### src/rtl/pipe_pkg.sv
// pipe_pkg
//   Shared definitions for the generic pipeline stage register:
//   default bundle widths per stage boundary, control-bundle field
//   offsets, per-boundary bubble constants (all write enables low) and
//   the occupancy encoding used by pipe_stage_elastic.
//   No ports (package).
package pipe_pkg;

  // Default bundle widths per stage boundary.
  localparam int DEF_DATA_W   = 32;
  localparam int DEF_CTRL_W   = 16;
  localparam int IFID_DATA_W  = 64;  // PC + instruction word
  localparam int IFID_CTRL_W  = 16;
  localparam int IDEX_DATA_W  = 32;
  localparam int IDEX_CTRL_W  = 16;
  localparam int EXMEM_DATA_W = 32;
  localparam int EXMEM_CTRL_W = 16;
  localparam int MEMWB_DATA_W = 32;
  localparam int MEMWB_CTRL_W = 16;

  // Control-bundle field layout (LSB offsets and widths).
  localparam int CTRL_ALUOP_LSB     = 0;
  localparam int CTRL_ALUOP_W       = 4;
  localparam int CTRL_D_MEM_BE_LSB  = 4;
  localparam int CTRL_D_MEM_BE_W    = 4;
  localparam int CTRL_D_MEM_WEN_BIT = 8;
  localparam int CTRL_RWSRC_LSB     = 9;
  localparam int CTRL_RWSRC_W       = 2;
  localparam int CTRL_RF_WE_BIT     = 11;
  localparam int CTRL_HALT_BIT      = 12;

  // Bubble constants: every write enable and HALT deasserted.
  localparam logic [15:0] IFID_BUBBLE  = 16'h0000;
  localparam logic [15:0] IDEX_BUBBLE  = 16'h0000;
  localparam logic [15:0] EXMEM_BUBBLE = 16'h0000;
  localparam logic [15:0] MEMWB_BUBBLE = 16'h0000;

  // Number of entries held by the stage.
  typedef enum logic [1:0] {
    OCC_EMPTY = 2'd0,
    OCC_ONE   = 2'd1,
    OCC_TWO   = 2'd2
  } occ_e;

  // Occupancy from the two slot valids. S is only ever valid while M is.
  function automatic occ_e occ_of(input logic vld_m, input logic vld_s);
    occ_e occ;
    case ({vld_m, vld_s})
      2'b11:   occ = OCC_TWO;
      2'b10:   occ = OCC_ONE;
      2'b01:   occ = OCC_ONE;
      default: occ = OCC_EMPTY;
    endcase
    return occ;
  endfunction

endpackage

### src/rtl/pipe_slot.sv
// pipe_slot
//   One valid + data + control register with load/clear enables.
//   Ports:
//     clk, rst_n       clock, asynchronous active-low reset
//     load             capture d_data/d_ctrl and set valid (wins over clr)
//     clr              drop the valid bit, data/ctrl keep their value
//     d_data, d_ctrl   next entry
//     vld, data, ctrl  held entry
module pipe_slot
  import pipe_pkg::*;
#(
  parameter int                 DATA_W     = DEF_DATA_W,
  parameter int                 CTRL_W     = DEF_CTRL_W,
  parameter logic [CTRL_W-1:0]  CTRL_RESET = '0
) (
  input  logic              clk,
  input  logic              rst_n,
  input  logic              load,
  input  logic              clr,
  input  logic [DATA_W-1:0] d_data,
  input  logic [CTRL_W-1:0] d_ctrl,
  output logic              vld,
  output logic [DATA_W-1:0] data,
  output logic [CTRL_W-1:0] ctrl
);

  logic              vld_d, vld_q;
  logic [DATA_W-1:0] data_d, data_q;
  logic [CTRL_W-1:0] ctrl_d, ctrl_q;

  always_comb begin
    vld_d  = vld_q;
    data_d = data_q;
    ctrl_d = ctrl_q;
    if (load) begin
      vld_d  = 1'b1;
      data_d = d_data;
      ctrl_d = d_ctrl;
    end else if (clr) begin
      vld_d  = 1'b0;
    end
  end

  always_ff @(posedge clk or negedge rst_n) begin
    if (!rst_n) begin
      vld_q  <= 1'b0;
      data_q <= '0;
      ctrl_q <= CTRL_RESET;
    end else begin
      vld_q  <= vld_d;
      data_q <= data_d;
      ctrl_q <= ctrl_d;
    end
  end

  assign vld  = vld_q;
  assign data = data_q;
  assign ctrl = ctrl_q;

endmodule

### src/rtl/pipe_stage_elastic.sv
// pipe_stage_elastic
//   Generic pipeline stage register with valid/ready handshake, stall
//   back-pressure, synchronous flush, control bubble insertion and an
//   optional 2-entry skid buffer (SKID=1) that makes in_ready a register
//   output.
//
//   Handshake: a transfer happens on an edge where valid and ready are both
//   1 (in: in_valid & in_ready, out: out_valid & out_ready). in_ready never
//   depends on in_valid; with SKID=0 it depends on out_ready, with SKID=1 it
//   is a flop output only. flush beats every transfer: entries held or
//   accepted at a flush edge are dropped.
//
//   Ports:
//     CLK, RSTn                     clock, asynchronous active-low reset
//     flush                         kill held and incoming entries
//     in_valid/in_ready/in_data/in_ctrl     upstream side
//     out_valid/out_ready/out_data/out_ctrl downstream side
//     occupancy                     held entries (0..2)
//     bubble_cnt                    saturating count of out_ready & ~out_valid
module pipe_stage_elastic
  import pipe_pkg::*;
#(
  parameter int                DATA_W      = DEF_DATA_W,
  parameter int                CTRL_W      = DEF_CTRL_W,
  parameter logic [CTRL_W-1:0] CTRL_BUBBLE = '0,
  parameter int                SKID        = 0,
  parameter int                CNT_W       = 16
) (
  input  logic              CLK,
  input  logic              RSTn,
  input  logic              flush,
  input  logic              in_valid,
  output logic              in_ready,
  input  logic [DATA_W-1:0] in_data,
  input  logic [CTRL_W-1:0] in_ctrl,
  output logic              out_valid,
  input  logic              out_ready,
  output logic [DATA_W-1:0] out_data,
  output logic [CTRL_W-1:0] out_ctrl,
  output logic [1:0]        occupancy,
  output logic [CNT_W-1:0]  bubble_cnt
);

  localparam logic [CNT_W-1:0] CNT_MAX = {CNT_W{1'b1}};

  logic              vld_m, vld_s;
  logic [DATA_W-1:0] data_m;
  logic [CTRL_W-1:0] ctrl_m;
  logic              m_load, m_clr;
  logic [DATA_W-1:0] m_din_data;
  logic [CTRL_W-1:0] m_din_ctrl;
  logic              accept;

  assign accept = in_valid & in_ready;

  // M always holds the oldest entry and drives the outputs.
  pipe_slot #(
    .DATA_W     (DATA_W),
    .CTRL_W     (CTRL_W),
    .CTRL_RESET (CTRL_BUBBLE)
  ) u_slot_m (
    .clk    (CLK),
    .rst_n  (RSTn),
    .load   (m_load),
    .clr    (m_clr),
    .d_data (m_din_data),
    .d_ctrl (m_din_ctrl),
    .vld    (vld_m),
    .data   (data_m),
    .ctrl   (ctrl_m)
  );

  generate
    if (SKID != 0) begin : g_skid
      logic [DATA_W-1:0] data_s;
      logic [CTRL_W-1:0] ctrl_s;
      logic              s_load, s_clr;

      pipe_slot #(
        .DATA_W     (DATA_W),
        .CTRL_W     (CTRL_W),
        .CTRL_RESET (CTRL_BUBBLE)
      ) u_slot_s (
        .clk    (CLK),
        .rst_n  (RSTn),
        .load   (s_load),
        .clr    (s_clr),
        .d_data (in_data),
        .d_ctrl (in_ctrl),
        .vld    (vld_s),
        .data   (data_s),
        .ctrl   (ctrl_s)
      );

      // Ready only depends on whether the skid slot is free.
      assign in_ready = ~vld_s;

      // ONE + accept + stall: the new entry parks in S behind M.
      assign s_load = ~flush & accept & vld_m & ~out_ready;
      // TWO + out_ready: S moves into M and frees up.
      assign s_clr  = flush | (vld_s & out_ready);

      // M refills from S when S is occupied, otherwise from the input
      // whenever M is empty or being emitted this cycle.
      assign m_load = ~flush & ((vld_s & out_ready) |
                                (accept & (~vld_m | out_ready)));
      assign m_clr  = flush | (vld_m & out_ready & ~vld_s & ~accept);

      assign m_din_data = vld_s ? data_s : in_data;
      assign m_din_ctrl = vld_s ? ctrl_s : in_ctrl;
    end else begin : g_noskid
      assign vld_s      = 1'b0;
      assign in_ready   = ~vld_m | out_ready;
      assign m_load     = ~flush & accept;
      assign m_clr      = flush | (vld_m & out_ready & ~accept);
      assign m_din_data = in_data;
      assign m_din_ctrl = in_ctrl;
    end
  endgenerate

  assign out_valid = vld_m;
  assign out_data  = data_m;
  assign out_ctrl  = vld_m ? ctrl_m : CTRL_BUBBLE;
  assign occupancy = occ_of(vld_m, vld_s);

  // Bubble performance counter, saturating, cleared only by reset.
  logic [CNT_W-1:0] cnt_d, cnt_q;

  always_comb begin
    cnt_d = cnt_q;
    if (out_ready && !vld_m && (cnt_q != CNT_MAX)) begin
      cnt_d = cnt_q + CNT_W'(1);
    end
  end

  always_ff @(posedge CLK or negedge RSTn) begin
    if (!RSTn) begin
      cnt_q <= '0;
    end else begin
      cnt_q <= cnt_d;
    end
  end

  assign bubble_cnt = cnt_q;

endmodule

### config.mk
export PLATFORM = sky130hd
export DESIGN_NAME = pipe_stage_elastic
export DESIGN_NICKNAME = d
export VERILOG_FILES = /design/src/rtl/pipe_pkg.sv /design/src/rtl/pipe_slot.sv /design/src/rtl/pipe_stage_elastic.sv
export SDC_FILE = /design/constraint.sdc
export NUM_CORES = 1
export LEC_CHECK = 0
export CAP_MARGIN = 25
export CORE_ASPECT_RATIO = 1.75
export CORE_MARGIN = 1
export CORE_UTILIZATION = 35
export CTS_CLUSTER_SIZE = 16
export DETAILED_ROUTE_END_ITERATION = 8
export GPL_TIMING_DRIVEN = 0
export PLACE_DENSITY_LB_ADDON = 0.05
export SYNTH_ARGS = -nofsm -noshare
export SYNTH_HDL_FRONTEND = slang
export SYNTH_SLANG_ARGS = --single-unit
### constraint.sdc
create_clock -name CLK -period 1.65 [get_ports CLK]
set_clock_uncertainty 0.15 [all_clocks]
set_input_delay 0.2475 -clock CLK [delete_from_list [all_inputs] [get_ports CLK]]
set_output_delay 0.2475 -clock CLK [all_outputs]
set_load 0.05 [all_outputs]
==> run_summary.xml, run 1 <==
<?xml version="1.0" encoding="UTF-8"?>
<metrics>
  <group name="die">
    <metric name="core_area" unit="sq um">7620</metric>
    <metric name="floorplan.rows" unit="">42</metric>
    <metric name="dieWidth" unit="microns">69.4</metric>
    <metric name="initial_utilization" unit="">0.365</metric>
    <metric name="floorplan.die.height" unit="microns">120</metric>
    <metric name="pin_count" unit="">121</metric>
    <metric name="fp.dieArea" unit="sq um">8310</metric>
  </group>
  <group name="outcome">
    <metric name="result_of_the_run" unit="">complete, but fails checks</metric>
    <metric name="violations_in_the_final_reports" unit="">setup timing</metric>
  </group>
  <group name="route">
    <metric name="detail-route-antenna-nets" unit="">0</metric>
    <metric name="drt_first_pass_iters" unit="">4</metric>
    <metric name="drt_drc_violations_left" unit="">0</metric>
    <metric name="via_per_inst" unit="">4.83</metric>
    <metric name="drt-total-wl" unit="mm">7.92</metric>
    <metric name="route.detailed.wl_per_inst" unit="microns">17.1</metric>
    <metric name="dr.first_iter.drc_count" unit="">56</metric>
    <metric name="via_count" unit="">2242</metric>
  </group>
  <group name="place">
    <metric name="detailedPlace.worstSlack" unit="ps">-588</metric>
    <metric name="port_buffers" unit="">119</metric>
    <metric name="globalplace.congestion" unit="">0.718</metric>
    <metric name="dp.final_hpwl" unit="mm">4.84</metric>
  </group>
  <group name="cells_and_area">
    <metric name="layout.filler_cells" unit="">557</metric>
    <metric name="leading_cell_types_in_the_layout_fill_and_taps_excluded" unit="">50 x clkdlybuf4s50_1, 49 x mux2_4, 48 x dfrtp_1, 27 x buf_4, 18 x clkdlybuf4s15_1</metric>
    <metric name="layout.cells.most_common" unit="">clkdlybuf4s50_1</metric>
    <metric name="utilization" unit="">0.697</metric>
    <metric name="synthToLayoutAreaGrowth" unit="%">91.2</metric>
    <metric name="antennaDiodeCount" unit="">0</metric>
    <metric name="final_layout_size_suffix_gt1_frac" unit="">0.529</metric>
    <metric name="ff_latch_area" unit="sq um">1650</metric>
    <metric name="multi_input_area" unit="sq um">1480</metric>
    <metric name="finalNetCount" unit="">425</metric>
  </group>
  <group name="yosys">
    <metric name="synthArstFlopShare" unit="">1.00</metric>
    <metric name="synth_adder_area_share" unit="">0.00450</metric>
    <metric name="yosysWarningCount" unit="">0</metric>
    <metric name="synthesis.area" unit="sq um">2780</metric>
    <metric name="main_combinational_cell_family_by_area_after_synthesis" unit="">multiplexers</metric>
    <metric name="synth_top_cells_by_area" unit="">dfrtp_1 59%, mux2_2 19%, and2_1 4.1%, xor2_1 2.5%, xnor2_1 1.6%</metric>
    <metric name="syn-instance-count" unit="">203</metric>
    <metric name="post_synth_mux_area_share" unit="">0.204</metric>
    <metric name="synth_compound_gate_area_share" unit="">0.00946</metric>
    <metric name="synth-seq-cells" unit="">65</metric>
    <metric name="synth-edff-count" unit="">0</metric>
    <metric name="ys_dominant_reg_cell" unit="">dfrtp_1</metric>
    <metric name="synth.yosys.seq_area_share" unit="">0.585</metric>
    <metric name="synth_area_leader_cell" unit="">dfrtp_1</metric>
    <metric name="synth_simple_gate_area_frac" unit="">0.134</metric>
    <metric name="syn-mean-instance-area" unit="sq um">13.7</metric>
    <metric name="synthesis.nets" unit="">257</metric>
    <metric name="synth_cell_types" unit="">32</metric>
    <metric name="netlist.area_leader.share" unit="">0.585</metric>
    <metric name="xor_and_xnor_fraction_of_the_mapped_netlist_area" unit="">0.0410</metric>
  </group>
  <group name="setup_path">
    <metric name="rr_worst_depth" unit="">6</metric>
    <metric name="crit_top_cell" unit="">clkbuf_8</metric>
    <metric name="element_type_at_the_critical_path_end" unit="">output pin</metric>
    <metric name="worst-endpoint-arrival" unit="ps">1390</metric>
    <metric name="timing.setup.critical_path_class" unit="">reg2out</metric>
    <metric name="worstPathBufferInverterCount" unit="">3</metric>
    <metric name="regToRegEndpoint" unit="">u_slot_m.data[8]</metric>
    <metric name="worstPathCellList" unit="">clkbuf_8 -&gt; clkbuf_8 -&gt; and2_2 -&gt; buf_6</metric>
    <metric name="required" unit="ps">1250</metric>
    <metric name="cp_top_family" unit="">buffers and inverters</metric>
    <metric name="slowest_stage" unit="">dfrtp_2</metric>
    <metric name="ff2ff_setup_slack" unit="ps">-120</metric>
    <metric name="critPathMaxStageDelay" unit="ps">430</metric>
    <metric name="reg2reg_from" unit="">u_slot_m.vld</metric>
    <metric name="cp_max_fo" unit="">6</metric>
    <metric name="setup.worst_path.start_class" unit="">register</metric>
  </group>
  <group name="global_routing">
    <metric name="largest_net_degree_at_the_start_of_global_routing" unit="">66</metric>
    <metric name="number_of_antenna_violations_at_the_first_check_in_global_routing" unit="">0</metric>
    <metric name="wire_length_of_the_first_global_routing_pass" unit="mm">12.8</metric>
    <metric name="global_route.usage.total" unit="">0.202</metric>
    <metric name="overflow_left_after_global_routing" unit="">0</metric>
    <metric name="grt_pass1_vias" unit="">2441</metric>
  </group>
  <group name="sta">
    <metric name="hold_viol_final" unit="">0</metric>
    <metric name="final.period_utilization" unit="">1.09</metric>
    <metric name="holdWs" unit="ps">329</metric>
    <metric name="worst_slew_pin_slew" unit="ps">832</metric>
    <metric name="final-max-slew-violation-count" unit="">0</metric>
    <metric name="setup_ws" unit="ps">-142</metric>
    <metric name="clock.fmax" unit="MHz">558</metric>
    <metric name="max-slew-margin-rel" unit="">0.445</metric>
    <metric name="totalNegativeSetupSlack" unit="ps">-4790</metric>
    <metric name="report.final.setup_viol" unit="">60</metric>
    <metric name="rsz0062_at_grt" unit="">yes</metric>
    <metric name="period_needed" unit="ps">1790</metric>
  </group>
  <group name="cts">
    <metric name="tritoncts" unit="">yes</metric>
    <metric name="clock_path_buffers" unit="">2</metric>
    <metric name="clk_pin_slew_worst_paths" unit="ps">50</metric>
    <metric name="clock_sinks" unit="">65</metric>
    <metric name="numCtsBuffers" unit="">9</metric>
    <metric name="buffer_type_at_the_clock_tree_root" unit="">clkbuf_16</metric>
    <metric name="clock_tree.htree_level_count" unit="">3</metric>
    <metric name="worst_skew_late_latency" unit="ps">340</metric>
  </group>
  <group name="pwr">
    <metric name="power-per-cell-area" unit="nW/um^2">1340</metric>
    <metric name="power_frac_clock" unit="">0.331</metric>
    <metric name="seqPwrFrac" unit="">0.304</metric>
    <metric name="power_report.internal_total" unit="W">0.00465</metric>
    <metric name="pwr-share-comb" unit="">0.366</metric>
    <metric name="p_leak" unit="nW">2.41</metric>
    <metric name="ir_drop" unit="uV">782</metric>
    <metric name="swShare" unit="">0.345</metric>
    <metric name="p_total" unit="W">0.00711</metric>
    <metric name="power_switching" unit="W">0.00245</metric>
  </group>
  <group name="job">
    <metric name="cap_viol_max_count" unit="">0</metric>
  </group>
  <group name="worst_hold_path">
    <metric name="worstHoldStart" unit="">bubble_cnt[15]</metric>
    <metric name="holdCritPathClass" unit="">reg2reg</metric>
    <metric name="hold_path_end" unit="">bubble_cnt[15]</metric>
    <metric name="hold_crit_depth" unit="">1</metric>
  </group>
</metrics>
==> cell type report <==
class / instances / area share
tap: 88 / 0.0207
multi-input combinational: 128 / 0.279
clock buffer: 9 / 0.0424
clock inverter: 7 / 0.0268
buffer: 8 / 0.0205
sequential: 65 / 0.310
timing repair buffer: 158 / 0.300
inverter: 1 / 0.000707
==> routing by layer <==
| metal | track usage | routed length [microns] | up-vias |
|---|---|---|---|
| met3 | 0.0613 | 499 | 15 |
| met1 | 0.229 | 2910 | 1096 |
| met5 | 0 | 0 | - |
| met2 | 0.350 | 4350 | 81 |
| li1 | - | - | 1050 |
| met4 | 0.0804 | 157 | 0 |
==> state kept, by name, summed over array words and instances, names as in the netlist <==
register,count
bubble_cnt,16
u_slot_m.ctrl,16
u_slot_m.data,32
u_slot_m.vld,1
==> what timing repair did <==
| action | in CTS | in global routing |
|---|---|---|
| resized for setup | 275 | 42 |
| cloned | 5 | 1 |
| endpoints found under the setup margin | 125 | 101 |
| pin swaps | 14 | 14 |
| hold buffers | 1 | 0 |
| endpoints found under the hold margin | 65 | 0 |
| setup buffers | 29 | 7 |
==> power groups by stage <==
| stage | Sequential [W] | Combinational [W] | Clock, W |
|---|---|---|---|
| after detailed placement | 0.00222 | 0.00225 | 0 |
| final | 0.00216 | 0.00260 | 0.00235 |
| after CTS | 0.00215 | 0.00258 | 0.00239 |
| after global placement | 0.00221 | 0.00224 | 0 |
| after floorplan | 0.00296 | 0.000688 | 0 |
| after global routing | 0.00220 | 0.00273 | 0.00245 |
==> per-stage QoR <==
stage               area, sq um  instances
detailed placement         4340        410
finish                     5310        464
floorplan                  3040        203
global route               5310        464
CTS                        5280        461
global placement           4340        410
==> how the worst max path moves through the flow <==
stage                     slack, ps  cells past startpoint      startpoint                to
after global placement        -2350                      1            RSTn      u_slot_m.vld
after floorplan                -210                      4  bubble_cnt[13]    bubble_cnt[11]
after CTS                      -170                      6    u_slot_m.vld    bubble_cnt[12]
after global routing           -210                      6    u_slot_m.vld  u_slot_m.data[2]
final                          -140                      4    u_slot_m.vld       out_ctrl[6]
after detailed placement       -590                      4    u_slot_m.vld      out_ctrl[10]
==> synth_stat cells (3+ instances only) <==
cell type / count
nand4_1: 6
nor3_1: 3
xnor2_1: 5
nand2_1: 7
nand3_1: 4
buf_2: 3
buf_4: 4
mux2_2: 48
xor2_1: 8
nor4_1: 3
and2_1: 18
dfrtp_1: 65
nor2_1: 7
==> cells by family after synthesis <==
| group | count (synthesis) |
|---|---|
| flops | 65 |
| simple gates | 60 |
| mux | 50 |
| xor+xnor | 13 |
| buf+inv | 10 |
| compound gates | 3 |
| fa+ha+maj | 1 |
| other cells | 1 |
==> worst register-to-register path, stage by stage, from the launching register on <==
cell and delay (ps):
dfrtp_2 430, nor2b_4 140, nor3b_4 250, buf_6 150, buf_12 110, buf_8 120, mux2_4 300
No activity file was read; power rests on OpenSTA's default activity.
==> run 2: changes to the inputs <==
--- a/config.mk
+++ b/config.mk
@@ -11,6 +11,7 @@
 export CORE_UTILIZATION = 35
 export CTS_CLUSTER_SIZE = 16
 export DETAILED_ROUTE_END_ITERATION = 8
+export DONT_BUFFER_PORTS = 1
 export GPL_TIMING_DRIVEN = 0
 export PLACE_DENSITY_LB_ADDON = 0.05
 export SYNTH_ARGS = -nofsm -noshare
==> constraint.sdc (replaced) <==
create_clock -name CLK -period 1.85 [get_ports CLK]
set_clock_uncertainty 0.15 [all_clocks]
set_input_delay 0.2775 -clock CLK [delete_from_list [all_inputs] [get_ports CLK]]
set_output_delay 0.2775 -clock CLK [all_outputs]
set_load 0.05 [all_outputs]
==> run_summary.xml, run 2 (synthesis gave the netlist of run 1 again) <==
<?xml version="1.0" encoding="UTF-8"?>
<metrics>
  <group name="cells_and_area">
    <metric name="final_layout_size_suffix_gt1_frac" unit="">0.500</metric>
    <metric name="layout.cells.most_common" unit="">dlygate4sd3_1</metric>
    <metric name="postLayoutCellArea" unit="sq um">4240</metric>
    <metric name="leading_cell_types_in_the_layout_fill_and_taps_excluded" unit="">50 x dlygate4sd3_1, 48 x dfrtp_1, 29 x mux2_4, 20 x mux2_2, 16 x and2_4</metric>
    <metric name="synthToLayoutAreaGrowth" unit="%">52.5</metric>
    <metric name="largest_register_ff_count" unit="">32</metric>
    <metric name="layout_cells_excl_fill" unit="">368</metric>
    <metric name="antennaDiodeCount" unit="">0</metric>
    <metric name="finalNetCount" unit="">331</metric>
  </group>
  <group name="global_routing">
    <metric name="number_of_antenna_violations_at_the_first_check_in_global_routing" unit="">0</metric>
    <metric name="wire_length_of_the_first_global_routing_pass" unit="mm">11.0</metric>
    <metric name="grt_pass1_vias" unit="">2159</metric>
    <metric name="global_route.usage.total" unit="">0.175</metric>
    <metric name="overflow_left_after_global_routing" unit="">0</metric>
    <metric name="largest_net_degree_at_the_start_of_global_routing" unit="">66</metric>
  </group>
  <group name="sta">
    <metric name="worst_slew_pin_slew" unit="ps">507</metric>
    <metric name="clock.fmax" unit="MHz">528</metric>
    <metric name="final.period_utilization" unit="">1.02</metric>
    <metric name="period_needed" unit="ps">1900</metric>
    <metric name="final-max-slew-violation-count" unit="">0</metric>
    <metric name="report.final.setup_viol" unit="">41</metric>
    <metric name="rsz0062_at_grt" unit="">yes</metric>
    <metric name="hold_viol_final" unit="">65</metric>
    <metric name="holdWs" unit="ps">-506</metric>
    <metric name="max-slew-margin-rel" unit="">0.662</metric>
    <metric name="setup_ws" unit="ps">-45.5</metric>
  </group>
  <group name="pwr">
    <metric name="p_total" unit="W">0.00530</metric>
    <metric name="power-per-cell-area" unit="nW/um^2">1250</metric>
    <metric name="ir_drop" unit="uV">683</metric>
    <metric name="p_leak" unit="nW">1.82</metric>
  </group>
  <group name="route">
    <metric name="via_per_inst" unit="">5.15</metric>
    <metric name="highest_layer" unit="">met4</metric>
    <metric name="detail-route-antenna-nets" unit="">0</metric>
    <metric name="met3_length" unit="microns">413</metric>
    <metric name="route.detailed.wl_per_inst" unit="microns">18.2</metric>
    <metric name="wl_met2" unit="mm">3.82</metric>
    <metric name="drt_drc_violations_left" unit="">0</metric>
    <metric name="drt_first_pass_iters" unit="">4</metric>
    <metric name="drt-total-wl" unit="mm">6.68</metric>
    <metric name="dr.first_iter.drc_count" unit="">67</metric>
    <metric name="via_count" unit="">1894</metric>
    <metric name="routedLengthMet1" unit="mm">2.33</metric>
  </group>
  <group name="setup_path">
    <metric name="cp_max_fo" unit="">6</metric>
    <metric name="reg2reg_from" unit="">u_slot_m.vld</metric>
    <metric name="required" unit="ps">1420</metric>
    <metric name="element_type_at_the_critical_path_end" unit="">output pin</metric>
    <metric name="worst-endpoint-arrival" unit="ps">1470</metric>
    <metric name="regToRegEndpoint" unit="">u_slot_m.data[28]</metric>
    <metric name="setup.worst_path.start_class" unit="">register</metric>
    <metric name="rr_worst_depth" unit="">5</metric>
    <metric name="timing.setup.critical_path_class" unit="">reg2out</metric>
    <metric name="ff2ff_setup_slack" unit="ps">-40</metric>
  </group>
  <group name="worst_hold_path">
    <metric name="holdCritPathClass" unit="">in2async</metric>
  </group>
  <group name="cts">
    <metric name="numCtsBuffers" unit="">9</metric>
    <metric name="clock_path_buffers" unit="">2</metric>
    <metric name="clock_sinks" unit="">65</metric>
    <metric name="tritoncts" unit="">yes</metric>
    <metric name="worst_skew_late_latency" unit="ps">330</metric>
    <metric name="clk_pin_slew_worst_paths" unit="ps">50</metric>
    <metric name="buffer_type_at_the_clock_tree_root" unit="">clkbuf_16</metric>
    <metric name="clock_tree.htree_level_count" unit="">3</metric>
    <metric name="cts-hold-fix-buffers" unit="">50</metric>
  </group>
  <group name="place">
    <metric name="globalplace.congestion" unit="">0.750</metric>
    <metric name="dp.final_hpwl" unit="mm">4.10</metric>
    <metric name="port_buffers" unit="">0</metric>
    <metric name="cell_area_after_placement" unit="sq um">2930</metric>
    <metric name="post-place-cells" unit="">291</metric>
  </group>
  <group name="outcome">
    <metric name="result_of_the_run" unit="">complete, but fails checks</metric>
    <metric name="violations_in_the_final_reports" unit="">hold timing, setup timing</metric>
  </group>
  <group name="die">
    <metric name="floorplan.die.height" unit="microns">120</metric>
    <metric name="core_area" unit="sq um">7620</metric>
    <metric name="initial_utilization" unit="">0.365</metric>
    <metric name="dieWidth" unit="microns">69.4</metric>
    <metric name="pin_count" unit="">121</metric>
    <metric name="fp.dieArea" unit="sq um">8310</metric>
    <metric name="floorplan.rows" unit="">42</metric>
  </group>
  <group name="job">
    <metric name="cap_viol_max_count" unit="">0</metric>
  </group>
</metrics>
## run 2: cell types whose count changed in the layout (fill, tap and decap cells not counted), sizes merged, moves of 2 or more
| cell | before | now |
|---|---|---|
| clkdlybuf4s15 | 26 | 0 |
| dlygate4sd2 | 17 | 0 |
| clkinv | 3 | 0 |
| dlygate4sd3 | 1 | 50 |
| clkinvlp | 0 | 2 |
| buf | 67 | 19 |
| clkdlybuf4s50 | 50 | 0 |
| bufinv | 4 | 1 |
## run 2: cell type report
cell class	count	area, sq um
timing repair buffer	63	643
multi-input combinational	128	1380
fill	641	3380
tap	88	110
clock buffer	12	267
inverter	1	7.51
buffer	9	115
clock inverter	2	37.5
sequential	65	1680
## run 2: worst max path at each step
| stage | from | to |
|---|---|---|
| final | u_slot_m.vld | out_ctrl[14] |
| after global placement | u_slot_m.vld | out_ctrl[14] |
| after detailed placement | u_slot_m.vld | out_ctrl[14] |
| after global routing | u_slot_m.vld | u_slot_m.data[25] |
| after CTS | u_slot_m.vld | out_ctrl[14] |
| after floorplan | bubble_cnt[13] | bubble_cnt[11] |
## run 2: report_power, final
group | total, W | internal [W] | switching, W | leakage [nW]
Sequential | 0.00275 | 0.00172 | 0.00103 | 0.761
Clock | 0.00170 | 0.00114 | 0.000567 | 0.147
Combinational | 0.000842 | 0.000498 | 0.000344 | 0.915
Total | 0.00530 | 0.00336 | 0.00194 | 1.82
## run 2: metal layers
layer,global-route usage,up-vias
met2,0.311,79
li1,-,847
met4,0.0995,0
met3,0.0445,8
met1,0.186,960
met5,0,-
## run 2: repair_timing
item,in CTS,in global routing
setup endpoints to repair,81,81
buffers inserted,7,3
pin swaps,12,12
endpoints found under the hold margin,114,65
gates resized for setup,95,21
gates cloned,3,0
## run 2: critical path: stages, from the launching register on
cell and delay [ps]:
dfrtp_4 570, clkbuf_8 200, clkbuf_16 150, and2_4 210
## run 2: per-stage QoR
stage	hold WS (ps)	util	worst slack (ps)	TNS (ps)
2_1_floorplan	-168	-	-12.4	-24.7
6_report	-506	0.556	-45.5	-1080
4_1_cts	-521	0.544	-101	-2500
3_5_place_dp	-167	0.385	-359	-9400
3_3_place_gp	-167	0.385	-320	-8010
5_1_grt	-523	0.556	-104	-4240
==> run 3: changes to the inputs <==
--- a/config.mk
+++ b/config.mk
@@ -5,6 +5,7 @@
 export SDC_FILE = /design/constraint.sdc
 export NUM_CORES = 1
 export LEC_CHECK = 0
+export ABC_AREA = 1
 export CAP_MARGIN = 25
 export CORE_ASPECT_RATIO = 1.75
 export CORE_MARGIN = 1
==> run_summary.xml, run 3 <==
<?xml version="1.0" encoding="UTF-8"?>
<metrics>
  <group name="setup_path">
    <metric name="worst_setup_path_startpoint" unit="">u_slot_m.vld</metric>
    <metric name="critPathMaxStageDelay" unit="ps">540</metric>
    <metric name="cp_max_fo" unit="">10</metric>
    <metric name="worstPathCellList" unit="">buf_6 -&gt; inv_2 -&gt; or2_4 -&gt; nand2_4 -&gt; buf_12 -&gt; buf_12 -&gt; mux2_4</metric>
    <metric name="reg2reg_from" unit="">u_slot_m.vld</metric>
    <metric name="setup.worst_path.start_class" unit="">register</metric>
    <metric name="slowest_stage" unit="">dfrtp_2</metric>
    <metric name="timing.setup.critical_path_class" unit="">reg2reg</metric>
    <metric name="element_type_at_the_critical_path_end" unit="">register</metric>
    <metric name="worst-endpoint-arrival" unit="ps">2090</metric>
    <metric name="required" unit="ps">1910</metric>
    <metric name="crit_top_cell" unit="">buf_12</metric>
  </group>
  <group name="route">
    <metric name="via_per_inst" unit="">4.61</metric>
    <metric name="detail-route-antenna-nets" unit="">0</metric>
    <metric name="via_count" unit="">2236</metric>
    <metric name="route.detailed.wl_per_inst" unit="microns">15.3</metric>
    <metric name="drt_first_pass_iters" unit="">4</metric>
    <metric name="dr.first_iter.drc_count" unit="">66</metric>
    <metric name="drt-total-wl" unit="mm">7.40</metric>
    <metric name="drt_drc_violations_left" unit="">0</metric>
  </group>
  <group name="yosys">
    <metric name="syn-instance-count" unit="">291</metric>
    <metric name="synth_top_cells_by_area" unit="">dfrtp_1 52%, nand2_1 11%, mux2_2 10%, mux2_4 9.7%, inv_1 3.6%</metric>
    <metric name="yosys.cell_count.top_type" unit="">nand2_1</metric>
    <metric name="synthesis.nets" unit="">345</metric>
    <metric name="synthesis.area" unit="sq um">3100</metric>
    <metric name="synth.yosys.seq_area_share" unit="">0.524</metric>
    <metric name="synth-edff-count" unit="">0</metric>
    <metric name="synthArstFlopShare" unit="">1.00</metric>
    <metric name="ys_dominant_reg_cell" unit="">dfrtp_1</metric>
    <metric name="synth_area_leader_cell" unit="">dfrtp_1</metric>
    <metric name="netlist.area_leader.share" unit="">0.524</metric>
    <metric name="synth.cells.most_frequent" unit="">91 x nand2_1, 65 x dfrtp_1, 30 x inv_1</metric>
    <metric name="synth-seq-cells" unit="">65</metric>
    <metric name="syn-mean-instance-area" unit="sq um">10.7</metric>
    <metric name="synth_cell_types" unit="">25</metric>
    <metric name="yosysWarningCount" unit="">0</metric>
  </group>
  <group name="die">
    <metric name="fp.dieArea" unit="sq um">9260</metric>
    <metric name="floorplan.rows" unit="">45</metric>
    <metric name="floorplan.die.height" unit="microns">127</metric>
    <metric name="core_area" unit="sq um">8610</metric>
    <metric name="dieWidth" unit="microns">73.2</metric>
    <metric name="initial_utilization" unit="">0.360</metric>
    <metric name="pin_count" unit="">121</metric>
  </group>
  <group name="cts">
    <metric name="clk_pin_slew_worst_paths" unit="ps">60</metric>
    <metric name="clock_path_buffers" unit="">2</metric>
    <metric name="cts-hold-fix-buffers" unit="">50</metric>
    <metric name="clock_sinks" unit="">65</metric>
    <metric name="buffer_type_at_the_clock_tree_root" unit="">clkbuf_16</metric>
    <metric name="worst_skew_late_latency" unit="ps">330</metric>
    <metric name="clock_tree.htree_level_count" unit="">3</metric>
    <metric name="tritoncts" unit="">yes</metric>
    <metric name="numCtsBuffers" unit="">9</metric>
  </group>
  <group name="pwr">
    <metric name="power-per-cell-area" unit="nW/um^2">1120</metric>
    <metric name="ir_drop" unit="uV">644</metric>
    <metric name="power_report.internal_total" unit="W">0.00326</metric>
    <metric name="power_switching" unit="W">0.00179</metric>
    <metric name="pwr-share-comb" unit="">0.161</metric>
    <metric name="seqPwrFrac" unit="">0.491</metric>
    <metric name="swShare" unit="">0.354</metric>
    <metric name="power_frac_clock" unit="">0.349</metric>
    <metric name="p_leak" unit="nW">2.07</metric>
  </group>
  <group name="sta">
    <metric name="final.period_utilization" unit="">1.10</metric>
    <metric name="period_needed" unit="ps">2030</metric>
    <metric name="rsz0062_at_grt" unit="">yes</metric>
    <metric name="final-max-slew-violation-count" unit="">0</metric>
    <metric name="hold_viol_final" unit="">65</metric>
    <metric name="report.final.setup_viol" unit="">63</metric>
    <metric name="holdWs" unit="ps">-509</metric>
    <metric name="worst_slew_pin_slew" unit="ps">534</metric>
    <metric name="clock.fmax" unit="MHz">493</metric>
    <metric name="max-slew-margin-rel" unit="">0.644</metric>
    <metric name="setup_ws" unit="ps">-180</metric>
  </group>
  <group name="place">
    <metric name="globalplace.congestion" unit="">0.704</metric>
    <metric name="port_buffers" unit="">0</metric>
    <metric name="detailedPlace.worstSlack" unit="ps">-245</metric>
    <metric name="dp.final_hpwl" unit="mm">4.69</metric>
  </group>
  <group name="cells_and_area">
    <metric name="leading_cell_types_in_the_layout_fill_and_taps_excluded" unit="">63 x nand2_1, 50 x dlygate4sd3_1, 49 x dfrtp_1, 39 x mux2_4, 26 x nand2_2</metric>
    <metric name="finalNetCount" unit="">417</metric>
    <metric name="synthToLayoutAreaGrowth" unit="%">45.5</metric>
    <metric name="largest_register_ff_count" unit="">32</metric>
    <metric name="layout.cells.most_common" unit="">nand2_1</metric>
    <metric name="antennaDiodeCount" unit="">0</metric>
    <metric name="final_layout_size_suffix_gt1_frac" unit="">0.429</metric>
  </group>
  <group name="global_routing">
    <metric name="grt_pass1_vias" unit="">2247</metric>
    <metric name="largest_net_degree_at_the_start_of_global_routing" unit="">66</metric>
    <metric name="number_of_antenna_violations_at_the_first_check_in_global_routing" unit="">0</metric>
    <metric name="global_route.usage.total" unit="">0.164</metric>
    <metric name="overflow_left_after_global_routing" unit="">0</metric>
    <metric name="wire_length_of_the_first_global_routing_pass" unit="mm">11.4</metric>
  </group>
  <group name="outcome">
    <metric name="result_of_the_run" unit="">complete, but fails checks</metric>
    <metric name="violations_in_the_final_reports" unit="">hold timing, setup timing</metric>
  </group>
  <group name="job">
    <metric name="cap_viol_max_count" unit="">0</metric>
  </group>
  <group name="worst_hold_path">
    <metric name="holdCritPathClass" unit="">in2async</metric>
  </group>
</metrics>
[run 3: cell count changes after synthesis, sizes merged, moves of 5 or more]
cell | previous run | this run
and2 | 18 | 0
nand4 | 8 | 2
nor2 | 8 | 16
inv | 1 | 31
nand2 | 7 | 93
nand3b | 0 | 5
xor2 | 8 | 3
[run 3: area by class of cell]
| type | instances | area, sq um |
|---|---|---|
| clock inverters | 2 | 35.0 |
| clock buffers | 14 | 274 |
| fillers | 789 | 4100 |
| well taps | 117 | 146 |
| flip-flops and latches | 65 | 1650 |
| repair buffers | 62 | 651 |
| inverters | 31 | 176 |
| multi-input cells | 184 | 1440 |
| plain buffers | 10 | 140 |
[run 3: repair_timing]
action | 4_1_cts | 5_1_grt
gates cloned | 0 | 2
endpoints found under the setup margin | 81 | 81
pin swaps | 4 | 15
resized for setup | 63 | 35
hold endpoints to repair | 114 | 65
buffers inserted | 9 | 1
[run 3: kinds of logic (layout without fill, tap and decap cells)]
kind of cell	Yosys count	count (layout)	share of synthesized area
compound gates	3	3	0.00484
fa+ha+maj	1	1	0.00403
flops	65	65	0.524
mux	48	48	0.198
xor+xnor	5	5	0.0141
simple gates	126	126	0.178
buf+inv	42	119	0.0750
other cells	1	1	0.00121
[run 3: metal layers]
| layer | share of wire | track usage | vias to the layer above |
|---|---|---|---|
| met5 | 0 | 0 | - |
| met4 | 0.022 | 0.0992 | 0 |
| met3 | 0.048 | 0.0318 | 11 |
| met2 | 0.55 | 0.283 | 68 |
| met1 | 0.38 | 0.182 | 1102 |
| li1 | - | - | 1055 |
[run 3: power by group through the flow]
stage               clock (W)  sequential [W]  combinational [W]
finish                0.00176         0.00248           0.000811
global placement            0         0.00247           0.000574
CTS                   0.00180         0.00246           0.000774
detailed placement          0         0.00247           0.000583
floorplan                   0         0.00240           0.000524
global route          0.00187         0.00250           0.000872
[run 3: through the flow]
step,util,total power [W],cells,area (sq um),setup TNS [ps]
5_1_grt,0.524,0.00524,485,4510,-12700
2_1_floorplan,-,0.00293,291,3120,-2520
3_5_place_dp,0.380,0.00305,408,3270,-12510
3_3_place_gp,0.380,0.00304,408,3270,-11800
4_1_cts,0.508,0.00504,483,4380,-10230
6_report,0.524,0.00505,485,4510,-8950
[run 3: critical path: cells and delay by family, from the launching register on]
family                 cells  cell delay, ps
DFF                        1             540
buffers and inverters      4             480
and+or+nand+nor            2             430
muxes                      1             300
[run 3: path summary, 6_finish.rpt]
path | endpoint | depth (start not counted) | slack, ps
worst max register to register | u_slot_m.data[25] | 7 | -180
max in group asynchronous | u_slot_m.vld | 0 | 1920
worst min-delay path | bubble_cnt[8] | 0 | -510
min in group CLK | u_slot_m.vld | 2 | 150
worst min register to register | u_slot_m.ctrl[0] | 1 | 370
worst max-delay path | u_slot_m.data[25] | 7 | -180
